## src/rtl/loop_sampler_pkg.sv

```systemverilog
// Shared types, defaults and helpers for the ring-oscillator entropy sampler.
package loop_sampler_pkg;

    localparam int unsigned WORD_W   = 32;
    localparam int unsigned BITCNT_W = $clog2(WORD_W + 1);
    localparam int unsigned DIV_W    = 8;

    localparam int unsigned SEED_CYCLES_DEF   = 4;
    localparam int unsigned WARMUP_CYCLES_DEF = 64;
    localparam int unsigned SAMPLE_DIV_DEF    = 16;
    localparam int unsigned STUCK_LIMIT_DEF   = 32;

    typedef enum logic [2:0] {
        ST_IDLE    = 3'd0,
        ST_SEED    = 3'd1,
        ST_WARMUP  = 3'd2,
        ST_COLLECT = 3'd3,
        ST_FULL    = 3'd4
    } state_e;

    typedef struct packed {
        logic valid;
        logic value;
    } debias_t;

    // Von Neumann debias: 01 -> 0, 10 -> 1, equal pairs carry no entropy.
    function automatic debias_t debias(input logic first, input logic second);
        debias_t r;
        r.valid = first ^ second;
        r.value = first;
        return r;
    endfunction

endpackage

```

## src/rtl/loop_sampler_sync2.sv

```systemverilog
// Two-flop synchronizer for the free-running ring oscillator output.
module sync2 (
    input  logic clk,
    input  logic reset_n,
    input  logic d_i,
    output logic q_o
);

    logic meta_q;
    logic sync_q;

    always_ff @(posedge clk or negedge reset_n) begin
        if (!reset_n) begin
            meta_q <= 1'b0;
            sync_q <= 1'b0;
        end else begin
            meta_q <= d_i;
            sync_q <= meta_q;
        end
    end

    assign q_o = sync_q;

endmodule

```

## src/rtl/loop_sampler.sv

```systemverilog
// Ring-oscillator entropy sampler: seeds and warms the loop, samples it at a
// fixed divider, debiases sample pairs and assembles 32-bit words.
module loop_sampler
    import loop_sampler_pkg::*;
#(
    parameter int unsigned SEED_CYCLES   = SEED_CYCLES_DEF,
    parameter int unsigned WARMUP_CYCLES = WARMUP_CYCLES_DEF,
    parameter int unsigned SAMPLE_DIV    = SAMPLE_DIV_DEF,
    parameter int unsigned STUCK_LIMIT   = STUCK_LIMIT_DEF
) (
    input  logic              clk,
    input  logic              reset_n,
    input  logic              enable,
    output logic              loop_ctrl,
    output logic              loop_seed,
    input  logic              loop_d,
    output logic [WORD_W-1:0] data,
    output logic              data_valid,
    input  logic              data_ack,
    output logic              stuck_error
);

    localparam int unsigned CNT_MAX = (SEED_CYCLES > WARMUP_CYCLES) ? SEED_CYCLES : WARMUP_CYCLES;
    localparam int unsigned CNT_W   = $clog2(CNT_MAX + 1);
    localparam int unsigned DISC_W  = $clog2(STUCK_LIMIT + 1);

    state_e              state_q, state_d;
    logic [CNT_W-1:0]    cnt_q, cnt_d;
    logic [DIV_W-1:0]    div_q, div_d;
    logic [DISC_W-1:0]   disc_q, disc_d;
    logic [BITCNT_W-1:0] bitcnt_q, bitcnt_d;
    logic [WORD_W-1:0]   data_q, data_d;
    logic                have_first_q, have_first_d;
    logic                first_q, first_d;
    logic                valid_q, valid_d;
    logic                stuck_q, stuck_d;
    logic                seed_q, seed_d;
    logic                loop_ctrl_q, loop_ctrl_d;

    logic                loop_sync;
    debias_t             pair_c;

    sync2 u_sync (
        .clk     (clk),
        .reset_n (reset_n),
        .d_i     (loop_d),
        .q_o     (loop_sync)
    );

    assign pair_c = debias(first_q, loop_sync);

    always_ff @(posedge clk or negedge reset_n) begin
        if (!reset_n) begin
            state_q      <= ST_IDLE;
            cnt_q        <= '0;
            div_q        <= '0;
            disc_q       <= '0;
            bitcnt_q     <= '0;
            data_q       <= '0;
            have_first_q <= 1'b0;
            first_q      <= 1'b0;
            valid_q      <= 1'b0;
            stuck_q      <= 1'b0;
            seed_q       <= 1'b0;
            loop_ctrl_q  <= 1'b1;
        end else begin
            state_q      <= state_d;
            cnt_q        <= cnt_d;
            div_q        <= div_d;
            disc_q       <= disc_d;
            bitcnt_q     <= bitcnt_d;
            data_q       <= data_d;
            have_first_q <= have_first_d;
            first_q      <= first_d;
            valid_q      <= valid_d;
            stuck_q      <= stuck_d;
            seed_q       <= seed_d;
            loop_ctrl_q  <= loop_ctrl_d;
        end
    end

    always_comb begin
        state_d      = state_q;
        cnt_d        = cnt_q;
        div_d        = div_q;
        disc_d       = disc_q;
        bitcnt_d     = bitcnt_q;
        data_d       = data_q;
        have_first_d = have_first_q;
        first_d      = first_q;
        valid_d      = valid_q;
        stuck_d      = stuck_q;
        seed_d       = seed_q;
        loop_ctrl_d  = loop_ctrl_q;

        unique case (state_q)
            ST_IDLE: begin
                cnt_d        = '0;
                div_d        = '0;
                disc_d       = '0;
                have_first_d = 1'b0;
                if (enable) begin
                    state_d = ST_SEED;
                end
            end

            ST_SEED: begin
                if (cnt_q == CNT_W'(SEED_CYCLES - 1)) begin
                    cnt_d   = '0;
                    state_d = ST_WARMUP;
                end else begin
                    cnt_d = cnt_q + CNT_W'(1);
                end
            end

            ST_WARMUP: begin
                if (cnt_q == CNT_W'(WARMUP_CYCLES - 1)) begin
                    cnt_d        = '0;
                    div_d        = '0;
                    disc_d       = '0;
                    have_first_d = 1'b0;
                    state_d      = ST_COLLECT;
                end else begin
                    cnt_d = cnt_q + CNT_W'(1);
                end
            end

            ST_COLLECT: begin
                if (div_q == DIV_W'(SAMPLE_DIV - 1)) begin
                    div_d = '0;
                    if (!have_first_q) begin
                        first_d      = loop_sync;
                        have_first_d = 1'b1;
                    end else begin
                        have_first_d = 1'b0;
                        if (pair_c.valid) begin
                            data_d   = {data_q[WORD_W-2:0], pair_c.value};
                            disc_d   = '0;
                            bitcnt_d = bitcnt_q + BITCNT_W'(1);
                            if (bitcnt_q == BITCNT_W'(WORD_W - 1)) begin
                                valid_d = 1'b1;
                                state_d = ST_FULL;
                            end
                        end else if (disc_q == DISC_W'(STUCK_LIMIT - 1)) begin
                            // Loop looks frozen: flag it, flip the seed and reseed.
                            disc_d   = DISC_W'(STUCK_LIMIT);
                            stuck_d  = 1'b1;
                            seed_d   = ~seed_q;
                            data_d   = '0;
                            bitcnt_d = '0;
                            cnt_d    = '0;
                            state_d  = ST_SEED;
                        end else begin
                            disc_d = disc_q + DISC_W'(1);
                        end
                    end
                end else begin
                    div_d = div_q + DIV_W'(1);
                end
            end

            ST_FULL: begin
                if (valid_q && data_ack) begin
                    valid_d      = 1'b0;
                    bitcnt_d     = '0;
                    div_d        = '0;
                    have_first_d = 1'b0;
                    state_d      = ST_COLLECT;
                end
            end

            default: begin
                state_d = ST_IDLE;
            end
        endcase

        // Dropping enable wins over everything, including a same-cycle ack.
        if (!enable) begin
            state_d      = ST_IDLE;
            cnt_d        = '0;
            div_d        = '0;
            disc_d       = '0;
            bitcnt_d     = '0;
            data_d       = '0;
            have_first_d = 1'b0;
            valid_d      = 1'b0;
            stuck_d      = 1'b0;
        end

        loop_ctrl_d = (state_d == ST_IDLE) || (state_d == ST_SEED);
    end

    assign loop_ctrl   = loop_ctrl_q;
    assign loop_seed   = seed_q;
    assign data        = data_q;
    assign data_valid  = valid_q;
    assign stuck_error = stuck_q;

endmodule
```

## config.mk

```make
export PLATFORM = sky130hd
export DESIGN_NAME = loop_sampler
export DESIGN_NICKNAME = d
export VERILOG_FILES = /design/src/rtl/loop_sampler_pkg.sv /design/src/rtl/loop_sampler_sync2.sv /design/src/rtl/loop_sampler.sv
export SDC_FILE = /design/constraint.sdc
export NUM_CORES = 1
export LEC_CHECK = 0
export CORE_AREA = 3 3 86 88
export DETAILED_ROUTE_END_ITERATION = 12
export DIE_AREA = 0 0 89 91
export PLACE_DENSITY = 0.74
export SLEW_MARGIN = 10
export SYNTH_ARGS = -nofsm -noshare
export SYNTH_HDL_FRONTEND = slang
export SYNTH_SLANG_ARGS = --single-unit
export TNS_END_PERCENT = 30
```

## constraint.sdc

```tcl
create_clock -name clk -period 2.06 [get_ports clk]
set_input_delay 0.412 -clock clk [delete_from_list [all_inputs] [get_ports clk]]
set_output_delay 0.412 -clock clk [all_outputs]
set_load 0.005 [all_outputs]
```

After elaboration in Yosys (flattened, before gate mapping)

Index checks and enable logic that the tools add are counted.

Bits in registers: 70
Input bits: 5
Output and inout port bits: 36

Add/subtract/negate cells: 4
Eq/ne operators: 29
Mux-type cells: 61
Bitwise operators: 4
Reduce and logical (&&, ||, !) cells: 14

Operators with widths:

| operator            | number |
|---|---|
| $mux 32             | 6 |
| $mux 6              | 12 |
| $mux 7              | 7 |
| $mux 8              | 4 |
| $pmux 8 s4          | 1 |
| $pmux 7 s4          | 1 |
| $mux 3              | 9 |
| $ne 3x3->1 const B  | 8 |
| $reduce_and 5->1    | 4 |
| $pmux 6 s3          | 1 |
| $mux 1              | 16 |
| $pmux 3 s5          | 1 |
| $add 6x1->6 const B | 2 |
| $eq 6x5->1 const B  | 2 |
| $pmux 6 s2          | 1 |
| $reduce_and 4->1    | 3 |
| $ne 5x1->1 const B  | 2 |
| $add 8x1->8 const B | 1 |
| $eq 8x4->1 const B  | 1 |
| $ne 2x1->1 const B  | 4 |
| $add 7x1->7 const B | 1 |
| $eq 7x2->1 const B  | 1 |
| $eq 7x6->1 const B  | 1 |
| $eq 3x1->1 const B  | 2 |
| other kinds (15)    | 21 |

Longest topological paths before layout

Depth after elaboration: 9
Mapped depth: 9
Mapped depth without buffers: 7

Hierarchy

From an unflattened synthesis, not the netlist that was laid out.

Cells, all modules: 308
Area total of the unflattened synthesis: 3,326.9 um^2

By module, submodules not included:

| module       | times used | cells each | area an instance (um^2) | sequential area each (um^2) |
|---|---|---|---|---|
| loop_sampler | 1          | 306        | 3,276.9                 | 1,702.9 |
| sync2        | 1          | 2          | 50.0                    | 50.0 |

Least setup slack after synthesis

No wires, ideal clock.

Path kind: reg2reg
From: reg div_q[0]
To: reg data_q[10] (netlist: data[10])
Setup time: 121 ps
Arrival: 2,033 ps
Required time: 1,939 ps
Slack: -94 ps
Stages on the path, launching flop included: 10
Buffers on the path: 3
Clock period less this slack: 2,154 ps
Path through: dfrtp_1 -> ha_1 -> and3_1 -> clkbuf_1 -> nand4_1 -> or2_1 -> and2_1 -> clkbuf_1 -> buf_2 -> a22o_1

Longest elaborated chain between the ends: 3

Ends and longest elaborated chain:

| what                              | RTL line            | RTL |
|---|---|---|
| start: declaration                | loop_sampler.sv:29  | `logic [DIV_W-1:0] div_q, div_d;` |
| start signal: assignment          | loop_sampler.sv:69  | `div_q <= div_d;` |
| $eq 8x4->1                        | loop_sampler.sv:129 | `if (div_q == DIV_W'(SAMPLE_DIV - 1)) begin` |
| $ne 2x1->1 (no source line)       | n/a                 |  |
| $reduce_and 4->1 (no source line) | n/a                 |  |
| end signal: assignment            | loop_sampler.sv:72  | `data_q <= data_d;` |
| end: declaration                  | loop_sampler.sv:32  | `logic [WORD_W-1:0] data_q, data_d;` |

No other way between the ends.
A chain may end at the register's enable or synchronous reset.

Worst setup path in the final report

From: reg div_q[4]
To: reg cnt_q[5]

Longest elaborated chain between the ends: 3

Ends and longest elaborated chain:

| what                              | RTL line            | RTL |
|---|---|---|
| $eq 8x4->1                        | loop_sampler.sv:129 |  |
| $ne 3x3->1 (no source line)       | n/a                 |  |
| $reduce_and 5->1 (no source line) | n/a                 |  |
| end signal: assignment            | loop_sampler.sv:68  | `cnt_q <= cnt_d;` |
| end: declaration                  | loop_sampler.sv:28  | `logic [CNT_W-1:0] cnt_q, cnt_d;` |

No other way between the ends.

==> results by group <==
Die
  – Initial cell density of the core: 0.493
  – Count of boundary I/O pins: 41
  – Std-Cell Rows: 30
  – Die footprint: 8100 µm²
  – Total core area: 6720 µm²
  – Die height: 91 µm
  – Die width: 89 µm

Timing
  – Final number of setup-violating endpoints: 0
  – Slew at the pin with the worst max-slew slack: 0.422 ns
  – Crit path time final: 2.03 ns
  – Sum Neg Setup Slack: 0 ns
  – Maximum clock rate: 493 MHz
  – Slew margin rel.: 0.717
  – Crit share post-route: 0.984
  – RSZ-0062 raised after global routing: true
  – Final hold viol count: 0
  – Number of slew-limit violations in the final report: 0
  – Clock Skew: 0.00592 ns

Setup path
  – Launching element type of the critical path: flip-flop
  – Buffers & Inverters on Critical Path: 0
  – Worst setup startpoint: div_q[4]$_DFFE_PN0P_
  – Reg-to-reg endpoint: cnt_q[5]$_DFFE_PN0P_
  – Required time of the critical path: 2.32 ns
  – Crit Path Max Fanout: 4
  – Crit end category: flip-flop
  – R2R setup slack: 0.03 ns
  – Depth of the worst register-to-register path: 5
  – Crit path kind: flip-flop to flip-flop
  – Worst path top cell family by delay: simple AND/OR/NAND/NOR gates
  – Number of logic stages on the critical path including buffering: 5
  – Critical path destination: cnt_q[5]$_DFFE_PN0P_
  – Cell chain of the critical path: or4_4 > nor4_4 > o21ai_2 > or4_1 > a21oi_1
  – Biggest cell delay along the critical path: 0.59 ns
  – Reg-to-reg startpoint: div_q[4]$_DFFE_PN0P_
  – Worst path slowest cell: or4_4
  – Data arrival, critical path: 2.29 ns

Logic synthesis
  – Yosys reg bits: 70
  – Mapped Area: 3310 µm²
  – Number of distinct library cell variants in the gate-level netlist after synthesis: 58
  – Area leader, netlist: dfrtp_1
  – Post-synth EDFFs: 0
  – Share of Yosys cell area claimed by the top area cell type: 0.522
  – Post-synth top flop: dfrtp_1
  – Proportion of synthesized flip-flops having asynchronous set or reset: 1.00
  – Post-synth net total: 319
  – Ranking of synthesized cells by instance count: dfrtp_1, a22o_1, o21ai_0
  – Synthesized instance count: 309
  – Synth warn: 0
  – Cell with the most instances after synthesis: dfrtp_1
  – Top cells by area, synth: dfrtp_1, a22o_1, o21ai_0, nand2_1, nor2_1
  – Post-Synthesis Mean Instance Area: 10.7 µm²
  – Proportion of synthesized chip area in sequential cells: 0.530

GRT
  – Number of antenna violations at the first check in global routing: 0
  – Overall global routing resource usage: 0.192
  – Largest net degree at the start of global routing: 71
  – Vias in the first global route: 2670
  – Global-route wire length before repair: 12200 µm
  – Remaining global-route overflow: 0

Place
  – Placer congestion estimate: 0.883
  – Number of buffers added on ports: 40
  – Half-perimeter wire length after placement: 4960 µm

Worst hold path
  – Tightest Hold Check Type: input pin to async pin

Detailed routing
  – Pre-antenna DRT Iters: 4
  – Antenna Nets Post-Route: 0
  – Post-route DRC violation count: 0
  – Via count: 2690
  – Vias/cell: 5.81
  – Final Routed Wirelength: 7190 µm
  – Violation count after the first detailed-route iteration: 89
  – Detail-routed net length per standard cell: 15.5 µm

Clocking
  – Post-CTS Hold Buffers: 0
  – Root Buffer: clkbuf_8
  – CTS Buffer Depth: 2
  – Clock insertion delay at the later pin of the skew report: 0.34 ns
  – Clock tree from TritonCTS: built
  – Cts bufs inserted: 9
  – H-tree depth reported by CTS: 3
  – Clock transition time at the flip-flop clock pins of the worst setup and hold paths: 0.07 ns
  – CTS sink count: 70

Pwr
  – Power density over the cells: 667 nW/µm²
  – Peak supply drop: 0.272 mV
  – Static leakage power: 0.00195 µW
  – Overall power after layout: 2880 µW

Finish
  – Synth-to-Final Area Change: 30.5%
  – Final-layout fill cell count: 506
  – Post-layout util: 0.643
  – Post-layout nets: 388
  – Share of layout cells above drive strength 1: 0.183
  – Antenna diode instance count: 0

Outcome
  – Outcome: complete, no violations

Run
  – Max-Cap Viols: 0
power by group:
group	total (µW)	switching (µW)	internal, µW
Clock	1360	518	840
Combinational	133	86.6	46.8
Sequential	1390	7.45	1380
worst reg2reg max path, stage by stage, from the launching register on:
cell and delay [ns]:
dfrtp_1 0.42, or4_4 0.59, nor4_4 0.31, o21ai_2 0.09
or4_1 0.40, a21oi_1 0.13
worst min path at each step:
stage | depth (start not counted) | slack, ns | start | endpoint
after floorplan | 0 | 0.12 | reset_n | bitcnt_q[0]$_DFFE_PN0P_
after global placement | 0 | 0.34 | u_sync.meta_q$_DFF_PN0_ | u_sync.q_o$_DFF_PN0_
after detailed placement | 0 | 0.34 | u_sync.meta_q$_DFF_PN0_ | u_sync.q_o$_DFF_PN0_
after CTS | 2 | 0.09 | reset_n | data[28]$_DFFE_PN0P_
after global routing | 2 | 0.10 | reset_n | data[21]$_DFFE_PN0P_
final | 2 | 0.09 | reset_n | data[28]$_DFFE_PN0P_
kinds of logic (layout without fill, tap and decap cells):
family          after synthesis  after routing  synth area share
fa+ha+maj                     5              5            0.0189
mux                           2              2           0.00643
simple gates                102            102             0.174
xor+xnor                      3              3           0.00794
compound gates              106            106             0.230
buf+inv                      21             95            0.0336
flops                        70             70             0.530
per-stage QoR:
| stage | setup slack, ns | std cells | instance area [µm²] | hold WS, ns |
|---|---|---|---|---|
| after detailed placement | -0.0726 | 443 | 3980 | 0.341 |
| after CTS | 0.00686 | 459 | 4260 | 0.0880 |
| after global placement | -0.0418 | 443 | 3980 | 0.335 |
| final | 0.0335 | 463 | 4320 | 0.0902 |
| after floorplan | -0.0124 | 309 | 3310 | 0.116 |
| after global routing | -0.0453 | 463 | 4320 | 0.103 |
repair_timing:
item,in CTS,in global routing
pin swaps,0,8
endpoints found under the setup margin,3,43
resized for setup,4,6
setup buffers,0,4
placed cells by master (no fill, tap or decap), types with 5 or more instances in the layout:
cell type        instances
clkdlybuf4s50_1         39
a22o_1                  32
o31ai_1                  6
nand2_1                 25
buf_4                   31
and3_1                   8
nand3_1                 14
o41ai_1                  5
clkbuf_8                10
dfrtp_1                 69
a31oi_1                  6
o21ai_0                 27
inv_1                    5
nor2_1                  20
a21oi_1                  7
flip-flops by register name, summed over array words and instances, names as in the netlist:
register and flops:
u_sync.meta_q 1, state_q 3, disc_q 6, u_sync.q_o 1, first_q 1, loop_ctrl 1, loop_seed 1, data_valid 1
cnt_q 7, have_first_q 1, bitcnt_q 6, stuck_error 1, data 32, div_q 8
metal layers:
metal / vias up / track usage / wire, µm
met3: 4 / 0.0508 / 320
met1: 1318 / 0.251 / 3260
met5: - / 0 / 0
li1: 1305 / - / -
met4: 0 / 0.0782 / 55
met2: 63 / 0.298 / 3550
area by class of cell:
cell class | count | area, µm² | share of cell area
Multi-Input combinational cell | 218 | 1510 | 0.350
Clock inverter | 5 | 106 | 0.0246
Clock buffer | 11 | 141 | 0.0327
Timing Repair Buffer | 74 | 688 | 0.159
Inverter | 5 | 18.8 | 0.00435
Sequential cell | 70 | 1750 | 0.406
Tap cell | 80 | 100 | 0.0232
Power figures use the tool's default switching activity.
